### src/rtl/chip8_rom_loader.sv
// chip8_rom_loader
// Streams a Chip-8 program image into CPU memory through port A starting at
// BASE_ADDR, holding the CPU in halt until the image is in place.
// Optional read-back checksum verify: define CHIP8_LOADER_VERIFY_EN.
//
// Stream handshake: a byte transfers on a rising clk edge when s_valid and
// s_ready are both high; s_ready is high exactly while the FSM is in LOAD,
// and s_data/s_last are sampled on that same edge.
module chip8_rom_loader #(
    parameter logic [11:0] BASE_ADDR     = 12'h200,
    parameter bit          HOLD_AT_RESET = 1'b1
) (
    input  logic        clk,
    input  logic        reset,
    input  logic        start,
    input  logic        s_valid,
    input  logic [7:0]  s_data,
    input  logic        s_last,
    output logic        s_ready,
    output logic        mem_en,
    output logic        mem_write,
    output logic [11:0] mem_addr,
    output logic [7:0]  mem_din,
    input  logic [7:0]  mem_dout,
    output logic        cpu_halt,
    output logic        busy,
    output logic        done,
    output logic        error,
    output logic [11:0] byte_count
);

    typedef enum logic [2:0] {
        ST_IDLE   = 3'd0,
        ST_LOAD   = 3'd1,
        ST_FLUSH  = 3'd2,
`ifdef CHIP8_LOADER_VERIFY_EN
        ST_VERIFY = 3'd3,
`endif
        ST_DONE   = 3'd4
    } state_t;

    // Current FSM state, kept as a named signal so checkers can bind to it.
    state_t      state;
    state_t      state_next;

    logic [11:0] ptr;
    logic        xfer;
    logic        at_top;

    assign xfer   = s_valid && s_ready;
    assign at_top = (ptr == 12'hFFF);

`ifdef CHIP8_LOADER_VERIFY_EN
    logic [7:0]  checksum;
    logic [7:0]  rd_sum;
    logic [11:0] rd_idx;
    logic        rd_pending;
    logic        rd_issue_done;
    logic        verify_end;

    // All reads issued, none on the bus and no data still in flight.
    assign rd_issue_done = (rd_idx == byte_count);
    assign verify_end    = rd_issue_done && !(mem_en && !mem_write) && !rd_pending;
`else
    // Read data is only consumed by the verify pass.
    logic unused_dout;
    assign unused_dout = ^mem_dout;
`endif

    // State register.
    always_ff @(posedge clk or posedge reset) begin
        if (reset) state <= ST_IDLE;
        else       state <= state_next;
    end

    // Next-state logic.
    always_comb begin
        state_next = state;
        case (state)
            ST_IDLE, ST_DONE: if (start) state_next = ST_LOAD;
            ST_LOAD:          if (xfer && (s_last || at_top)) state_next = ST_FLUSH;
`ifdef CHIP8_LOADER_VERIFY_EN
            ST_FLUSH:         state_next = ST_VERIFY;
            ST_VERIFY:        if (verify_end) state_next = ST_DONE;
`else
            ST_FLUSH:         state_next = ST_DONE;
`endif
            default:          state_next = ST_IDLE;
        endcase
    end

    // Status outputs decoded from state; IDLE is only reachable from reset.
    always_comb begin
        s_ready  = (state == ST_LOAD);
        done     = (state == ST_DONE);
        busy     = (state != ST_IDLE) && (state != ST_DONE);
        cpu_halt = (state == ST_IDLE) ? HOLD_AT_RESET : (state != ST_DONE);
    end

    // Registered memory port, byte counter, error flag and checksum path.
    always_ff @(posedge clk or posedge reset) begin
        if (reset) begin
            mem_en     <= 1'b0;
            mem_write  <= 1'b0;
            mem_addr   <= BASE_ADDR;
            mem_din    <= 8'h00;
            byte_count <= 12'd0;
            error      <= 1'b0;
            ptr        <= BASE_ADDR;
`ifdef CHIP8_LOADER_VERIFY_EN
            checksum   <= 8'h00;
            rd_sum     <= 8'h00;
            rd_idx     <= 12'd0;
            rd_pending <= 1'b0;
`endif
        end else begin
            mem_en    <= 1'b0;
            mem_write <= 1'b0;
`ifdef CHIP8_LOADER_VERIFY_EN
            // Read data returns the cycle after the read strobe.
            rd_pending <= mem_en && !mem_write;
            if (rd_pending) rd_sum <= rd_sum + mem_dout;
`endif
            case (state)
                ST_IDLE, ST_DONE: begin
                    if (start) begin
                        error      <= 1'b0;
                        byte_count <= 12'd0;
                        ptr        <= BASE_ADDR;
`ifdef CHIP8_LOADER_VERIFY_EN
                        checksum   <= 8'h00;
`endif
                    end
                end
                ST_LOAD: begin
                    if (xfer) begin
                        mem_en     <= 1'b1;
                        mem_write  <= 1'b1;
                        mem_addr   <= ptr;
                        mem_din    <= s_data;
                        byte_count <= byte_count + 12'd1;
`ifdef CHIP8_LOADER_VERIFY_EN
                        checksum   <= checksum + s_data;
`endif
                        // Pointer saturates at the top of memory, never wraps.
                        if (!at_top) ptr <= ptr + 12'd1;
                        if (at_top && !s_last) error <= 1'b1;
                    end
                end
`ifdef CHIP8_LOADER_VERIFY_EN
                ST_FLUSH: begin
                    rd_idx <= 12'd0;
                    rd_sum <= 8'h00;
                end
                ST_VERIFY: begin
                    if (!rd_issue_done) begin
                        mem_en    <= 1'b1;
                        mem_write <= 1'b0;
                        mem_addr  <= BASE_ADDR + rd_idx;
                        rd_idx    <= rd_idx + 12'd1;
                    end
                    if (verify_end && (rd_sum != checksum)) error <= 1'b1;
                end
`endif
                default: ;
            endcase
        end
    end

endmodule

### config.mk
export PLATFORM = sky130hd
export DESIGN_NAME = chip8_rom_loader
export DESIGN_NICKNAME = d
export VERILOG_FILES = /design/src/rtl/chip8_rom_loader.sv
export SDC_FILE = /design/constraint.sdc
export NUM_CORES = 1
export LEC_CHECK = 0
export ABC_AREA = 1
export BUFFER_PORTS_ARGS = -buffer_cell sky130_fd_sc_hd__buf_2
export CORE_AREA = 2 2 112 81
export CTS_CLUSTER_DIAMETER = 120
export DETAILED_ROUTE_END_ITERATION = 8
export DIE_AREA = 0 0 114 83
export GPL_TIMING_DRIVEN = 0
export SKIP_CTS_REPAIR_TIMING = 1
export SYNTH_ARGS = -nofsm -noshare
export SYNTH_HDL_FRONTEND = slang
export SYNTH_SLANG_ARGS = --single-unit
### constraint.sdc
create_clock -name clk -period 1.6 [get_ports clk]
set_input_delay 0.32 -clock clk [delete_from_list [all_inputs] [get_ports clk]]
set_output_delay 0.32 -clock clk [all_outputs]
set_load 0.05 [all_outputs]
---- Yosys cells after proc, flatten, opt, wreduce, memory -nomap -nowiden ----
Cells that the tools add are included.
storage, ports and cells
  logic and storage cells ................. 51
  output and inout port bits .............. 39
  register bits ........................... 49
cells by class
  equality and inequality tests ........... 10
  reduce and logical (&&, ||, !) cells .... 15
  $add $sub $neg .......................... 2
  mux-type cells .......................... 17
operators with widths
  operator                 count
  $mux W12                 5
  $pmux W12 S2             2
  $add A12 B1 Y12 const B  2
  $eq A12 B12 Y1 const B   1
  $pmux W3 S3              1
  $reduce_and A4 Y1        2
  $mux W1                  6
  $mux W3                  2
  $ne A2 B1 Y1 const B     3
  $logic_and A1 B1 Y1      4
  $ne A2 B2 Y1 const B     2
  $reduce_and A2 Y1        2
  $eq A3 B1 Y1 const B     1
  $eq A3 B2 Y1 const B     1
  $eq A3 B3 Y1 const B     1
  $logic_not A3 Y1         1
  $ne A3 B3 Y1 const B     1
  $reduce_and A3 Y1        1
  $reduce_bool A3 Y1       1
  $pmux W1 S2              1
  $reduce_bool A2 Y1       1
  $reduce_or A2 Y1         1
  $logic_not A1 Y1         1
  $logic_or A1 B1 Y1       1

---- Logic depth before layout (Yosys ltp) ----
Gate-level depths: netlist of run 1.
  word-level depth ........................ 5
  gate-level depth with buffers ........... 9
  mapped depth without buffers ............ 8

---- Least setup slack after synthesis of run 1 ----
No wires, ideal clock.
  path kind ............................... reg-to-output
  start ................................... reg state[0]
  end ..................................... out cpu_halt
  slack ................................... -0.604 ns
  stages on the path, launching flop included .. 5
  data arrival time ....................... 1.884 ns
  cell sequence ........................... dfrtp_1 -> nor2_1 -> inv_2 -> nor2_1 -> inv_1
between the ends
  cells in the longest elaborated chain, start to end .. 2
  elaborated cells on any way between the ends .. 3
  classes of those cells .................. eq/ne: 1; mux: 1; reduce/logical: 1
ends and longest elaborated chain
  what                                              RTL line  text
  from (decl)                                       43        state_t state;
  from (signal assigned)                            73        else state <= state_next;
  $ne A3 B3 Y1 or $logic_not A3 Y1 (tied branches)  97        cpu_halt = (state == ST_IDLE) ? HOLD_AT_RESET : (state != ST_DONE);
  $mux W1 (*)                                       97
  to (decl)                                         25        output logic cpu_halt,
Mark *: on every way between the ends. The rest lies on a longest branch, timed or not.

---- Worst setup path after layout of run 1 ----
  start ................................... reg state[2]
  end ..................................... out s_ready
between the ends
  cells in the longest elaborated chain, start to end .. 1
ends and longest elaborated chain
  what          RTL line  text
  $eq A3 B1 Y1  94        s_ready = (state == ST_LOAD);
  to (decl)     19        output logic s_ready,
Every way passes these cells.

==> results.json, run 1 <==
{
  "status": "finished, violations left",
  "violations": "negative setup slack",
  "slowest_stage": "dfrtp_1",
  "grt_util_all_layers_pct": 13.2,
  "timing.fmax_ghz": 0.605,
  "ios": 60,
  "path_buf_inv": 4,
  "irDropWorstVdd_uv": 893,
  "postSynthAreaPerCell_um2": 8.08,
  "fin_skew_ns": 0.00775,
  "fp.dieH_um": 83,
  "clock-sinks": 49,
  "synth-seq-cells": 49,
  "clock_latency_ns": 0.29,
  "cp.required_ns": 1.28,
  "register_area_mm2": 0.00123,
  "power.internal_mw": 2.89,
  "rows": 28,
  "synth_top_area_share_pct": 47.7,
  "leakagePower_nw": 1.64,
  "worstPathMaxFanout": 6,
  "dieArea_mm2": 0.00946,
  "wl_mm": 6.44,
  "fin_crit_ns": 1.65,
  "relSlewSlack_pct": 68.7,
  "synth.yosys.seq_area_share_pct": 49.9,
  "nets": 405,
  "synthToLayoutAreaGrowth_pct": 33.3,
  "ff2ff_path_depth": 8,
  "critPathMaxStageDelay_ns": 0.41,
  "r2r-end": "ptr[8]",
  "ys_types": 26,
  "cts_tree": "yes",
  "drc": 0,
  "critPathLaunchType": "register",
  "wl_per_cell_um": 13.2,
  "yosys_warnings": 0,
  "synth-async-reset-ratio_pct": 100,
  "swShare_pct": 46.5,
  "overflow": 0,
  "drv_cap": 0,
  "drt-pass1-iter-count": 4,
  "vias": 2254,
  "dpl_cell_area_mm2": 0.00288,
  "synth_nets": 328,
  "finalHoldViolCount": 0,
  "cpLargestDelayFamily": "buffers and inverters",
  "period_share_pct": 103,
  "slew_viol_final": 0,
  "synth_common_cells": "94 x nand2_1, 47 x dfrtp_1, 29 x inv_1",
  "num-fill-cells": 852,
  "ys_top_cells_by_area": "dfrtp_1 48%, nand2_1 14%, nand3_1 5.1%",
  "power_frac_clock_pct": 20.4,
  "cts_root_buf": "clkbuf_16",
  "powerDensity_mw_per_mm2": 1640,
  "antenna_left": 0,
  "clk_pin_slew_ns": 0.08,
  "syn_area_mm2": 0.00246,
  "p_comb_share_pct": 47.4,
  "antenna_cells": 0,
  "start_util_pct": 29.5,
  "reg2reg_setup_slack_ns": -0.03,
  "routed_via_density": 4.62,
  "cp_cell_sequence": "inv_2, nand3_4, clkinvlp_4, buf_8, buf_8",
  "gp_congestion": 0.823,
  "finalPower_mw": 5.40,
  "seqPwrFrac_pct": 32.1,
  "switchingPower_mw": 2.51,
  "cpMostUsedCell": "buf_8",
  "crit_start": "state[2]",
  "final_area_mm2": 0.00328,
  "grt_pass1_vias": 2062,
  "ys.flop_type": "dfrtp_1",
  "worstMarginPinSlew_ns": 0.468,
  "arrival_ns": 1.33,
  "numCtsBuffers": 5,
  "cts_buffer_depth": 2,
  "antenna_found_initial": 0,
  "core_area_mm2": 0.00834,
  "fp.dieW_um": 114,
  "endpoint_kind": "output port",
  "drt_iter0_drc": 86,
  "grt_max_degree": 31,
  "synth_most_common_cell": "nand2_1",
  "fin_ws_ns": -0.0524,
  "multiInputGateArea_mm2": 0.00114,
  "grt_pass1_wl_mm": 10.2,
  "rsz0062_at_grt": "true",
  "hold_path_class": "in -> async",
  "netlist.top_cell.by_area": "dfrtp_1",
  "dpl.hpwl_mm": 4.50,
  "io_buffers": 51,
  "h-tree-depth": 2,
  "layout-drive-gt1-share_pct": 33.7,
  "synth_edf_count": 0,
  "critPathKind": "reg -> out",
  "setup_viol": 7,
  "synth_cells": 305,
  "rr_startpoint": "ptr[1]"
}
sequential cells by signal, indices dropped and copies added, names as in the netlist:
signal and cells:
mem_write 1, mem_din 8, byte_count 12, state 3, ptr 12, error 1
mem_addr 12
how the worst max path moves through the flow:
stage,to,slack (ns),cells after the start
after floorplan,cpu_halt,-0.05,4
after global routing,ptr[8],-0.12,8
after CTS,s_ready,-0.57,5
final,s_ready,-0.05,5
after global placement,byte_count[0],-0.80,2
after detailed placement,s_ready,-0.24,5
power by group through the flow:
stage / registers (mW) / logic [mW] / clock network, mW
floorplan: 2.36 / 0.964 / 0
global placement: 1.73 / 2.09 / 0
detailed placement: 1.75 / 2.13 / 0
CTS: 1.73 / 2.13 / 1.12
global route: 1.78 / 2.76 / 1.20
finish: 1.73 / 2.56 / 1.10
metal layers:
layer / global-route usage, % / up-vias / wire, um
li1: - / 1133 / -
met1: 19.0 / 1063 / 3220
met2: 20.0 / 54 / 2840
met3: 3.58 / 4 / 355
met4: 2.33 / 0 / 24
met5: 0 / - / 0
layout by cell type (no fill, tap or decap), drive strengths merged:
cell | netlist | layout
nand4 | 15 | 15
o21bai | 1 | 1
nor3 | 2 | 2
o31ai | 1 | 1
ha | 2 | 2
xor2 | 4 | 4
dfrtp | 47 | 47
nand3 | 27 | 27
clkinvlp | 0 | 3
buf | 3 | 75
clkbuf | 6 | 9
o21ai | 31 | 31
dfstp | 2 | 2
nand2 | 97 | 97
inv | 31 | 32
nor2 | 31 | 31
a21oi | 4 | 4
final cells by class:
cell class | count | area share (%)
inverters | 32 | 3.77
flip-flops and latches | 49 | 37.5
clock buffers | 5 | 3.81
well taps | 105 | 4.00
plain buffers | 9 | 2.10
clock inverters | 3 | 0.800
repair buffers | 70 | 13.1
multi-input cells | 215 | 34.9
cell families (layout without fill, tap and decap cells):
logic type | Yosys count | after routing | share of synthesized area, %
compound gates | 37 | 37 | 8.94
xor+xnor | 4 | 4 | 1.42
fa+ha+maj | 2 | 2 | 1.02
buf+inv | 41 | 119 | 6.86
flops | 49 | 49 | 49.9
simple gates | 172 | 172 | 31.9
per-stage QoR:
step | worst slack (ns) | hold slack, ns | cells | utilization, % | TNS (ns)
floorplan | -0.0485 | 0.438 | 305 | - | -0.0485
global placement | -0.804 | 0.452 | 461 | 34.3 | -32.77
detailed placement | -0.245 | 0.373 | 462 | 34.6 | -3.58
CTS | -0.566 | 0.0605 | 470 | 36.4 | -4.69
global route | -0.121 | 0.0720 | 488 | 39.4 | -1.42
finish | -0.0524 | 0.0379 | 488 | 39.4 | -0.204
No activity file was read; power rests on OpenSTA's default activity.
==> inputs of run 2 (changes only) <==
ABC_AREA = default   (was 1)
CORE_AREA = 2 2 108 79   (was 2 2 112 81)
DIE_AREA = 0 0 110 81   (was 0 0 114 83)
==> results.json, run 2 <==
{
  "status": "finished, violations left",
  "violations": "negative setup slack",
  "synth_most_common_cell": "nand2_1",
  "rows": 28,
  "final_cell_mix": "71 x nand2_1, 48 x buf_2, 37 x dfrtp_1, 19 x buf_4, 14 x nor2_1",
  "hold_slack_ns": 0.0148,
  "critPathKind": "reg -> reg",
  "fin_ws_ns": -0.167,
  "hold_path_class": "in -> async",
  "arrival_ns": 1.99,
  "antenna_cells": 0,
  "h-tree-depth": 2,
  "dpl_cell_area_mm2": 0.00275,
  "finalHoldViolCount": 0,
  "ys_types": 42,
  "core_area_mm2": 0.00802,
  "clock_latency_ns": 0.30,
  "rr_startpoint": "state[0]",
  "period_share_pct": 110,
  "num-fill-cells": 839,
  "tns_ns": -1.49,
  "slowest_stage": "or4_2",
  "grt_pass1_vias": 1718,
  "grt_util_all_layers_pct": 12.5,
  "synth-async-reset-ratio_pct": 100,
  "cts_buffer_depth": 2,
  "worstPathMaxFanout": 7,
  "antenna_left": 0,
  "top_regs": "byte_count: 12 flops, mem_addr: 12 flops, ptr: 12 flops",
  "postSynthAreaPerCell_um2": 9.29,
  "drt_iter0_drc": 107,
  "cp.required_ns": 1.82,
  "clk_pin_slew_ns": 0.09,
  "ys.flop_type": "dfrtp_1",
  "dpl.hpwl_mm": 4.03,
  "cp_cell_sequence": "buf_6, nor3b_4, buf_6, o21ai_2, or4_2, a21oi_1",
  "netlist.top_cell.by_area": "dfrtp_1",
  "synth-seq-cells": 49,
  "fin_crit_ns": 1.77,
  "synth_nets": 271,
  "numCtsBuffers": 5,
  "fp.dieW_um": 110,
  "leakagePower_nw": 1.53,
  "pre_cts_slack_ns": -0.550,
  "endpoint_kind": "register",
  "path_buf_inv": 2,
  "clock-sinks": 49,
  "nets": 351,
  "slew_viol_final": 0,
  "relSlewSlack_pct": 71.2,
  "rsz0062_at_grt": "true",
  "fp.dieH_um": 81,
  "grt_max_degree": 32,
  "cts_root_buf": "clkbuf_8",
  "timing.fmax_ghz": 0.566,
  "reg2reg_setup_slack_ns": -0.17,
  "syn_area_mm2": 0.00230,
  "irDropWorstVdd_uv": 790,
  "io_buffers": 51,
  "critPathMaxStageDelay_ns": 0.54,
  "fin_skew_ns": 0.00767,
  "synth_cells": 248,
  "synthToLayoutAreaGrowth_pct": 38.0,
  "ios": 60,
  "critPathLaunchType": "register",
  "layout-drive-gt1-share_pct": 39.5,
  "drc": 0,
  "synth_top_area_share_pct": 51.1,
  "worstMarginPinSlew_ns": 0.432,
  "synth_edf_count": 0,
  "powerDensity_mw_per_mm2": 1440,
  "dieArea_mm2": 0.00891,
  "cpLargestDelayFamily": "simple AND/OR/NAND/NOR gates",
  "cts_tree": "yes",
  "grt_pass1_wl_mm": 8.56,
  "drv_cap": 0,
  "synth_common_cells": "72 x nand2_1, 47 x dfrtp_1, 16 x nor2_1, 13 x a21oi_1, 9 x o21ai_0",
  "final_area_mm2": 0.00318,
  "wl_per_cell_um": 13.9,
  "cpMostUsedCell": "buf_6",
  "yosys_warnings": 0,
  "wl_mm": 6.04,
  "synth.yosys.seq_area_share_pct": 53.3,
  "overflow": 0,
  "gp_congestion": 0.833,
  "antenna_found_initial": 0,
  "start_util_pct": 28.7,
  "routed_via_density": 4.71,
  "final_common_cell": "nand2_1",
  "ff2ff_path_depth": 6,
  "ys_top_cells_by_area": "dfrtp_1 51%, nand2_1 12%, a21oi_1 2.8%",
  "r2r-end": "ptr[5]",
  "vias": 2043,
  "finalPower_mw": 4.58,
  "setup_viol": 19,
  "drt-pass1-iter-count": 6
}
run 2: cell type report:
| type | count | area, um^2 | share of cell area, % |
|---|---|---|---|
| multi-input cells | 181 | 1120 | 35.2 |
| inverters | 6 | 36.3 | 1.14 |
| plain buffers | 10 | 78.8 | 2.48 |
| repair buffers | 75 | 493 | 15.5 |
| clock buffers | 8 | 80.1 | 2.52 |
| well taps | 105 | 131 | 4.13 |
| flip-flops and latches | 49 | 1240 | 39.0 |
run 2: worst max-delay path by stage:
stage	end	start	cells past startpoint	slack, ns
2_1_floorplan	ptr[10]	state[0]	6	-0.33
3_3_place_gp	byte_count[4]	reset	2	-0.78
3_5_place_dp	byte_count[2]	state[0]	4	-0.55
4_1_cts	byte_count[3]	state[0]	4	-0.56
5_1_grt	byte_count[9]	state[0]	7	-0.22
6_report	ptr[5]	state[0]	6	-0.17
run 2: per-stage QoR:
stage / util, % / instances
finish: 39.6 / 434
global route: 39.6 / 434
CTS: 35.2 / 413
detailed placement: 34.2 / 405
global placement: 34.0 / 404
floorplan: - / 248
run 2: logic make-up after synthesis:
group           synth area share (%)
compound gates                  10.4
xor+xnor                        2.28
fa+ha+maj                       1.09
buf+inv                         3.69
flops                           53.3
mux                            0.869
simple gates                    28.4
run 2: where the power goes:
part / switching, mW / internal (mW) / leakage (nW)
logic: 1.51 / 0.702 / 0.850
clock network: 0.404 / 0.312 / 0.0395
registers: 0.177 / 1.47 / 0.641
run 2: layer usage:
metal	vias to the layer above	track usage (%)	wire length, um
li1	1015	-	-
met1	967	19.1	3040
met2	56	17.6	2640
met3	5	3.13	336
met4	0	2.66	33
met5	-	0	0
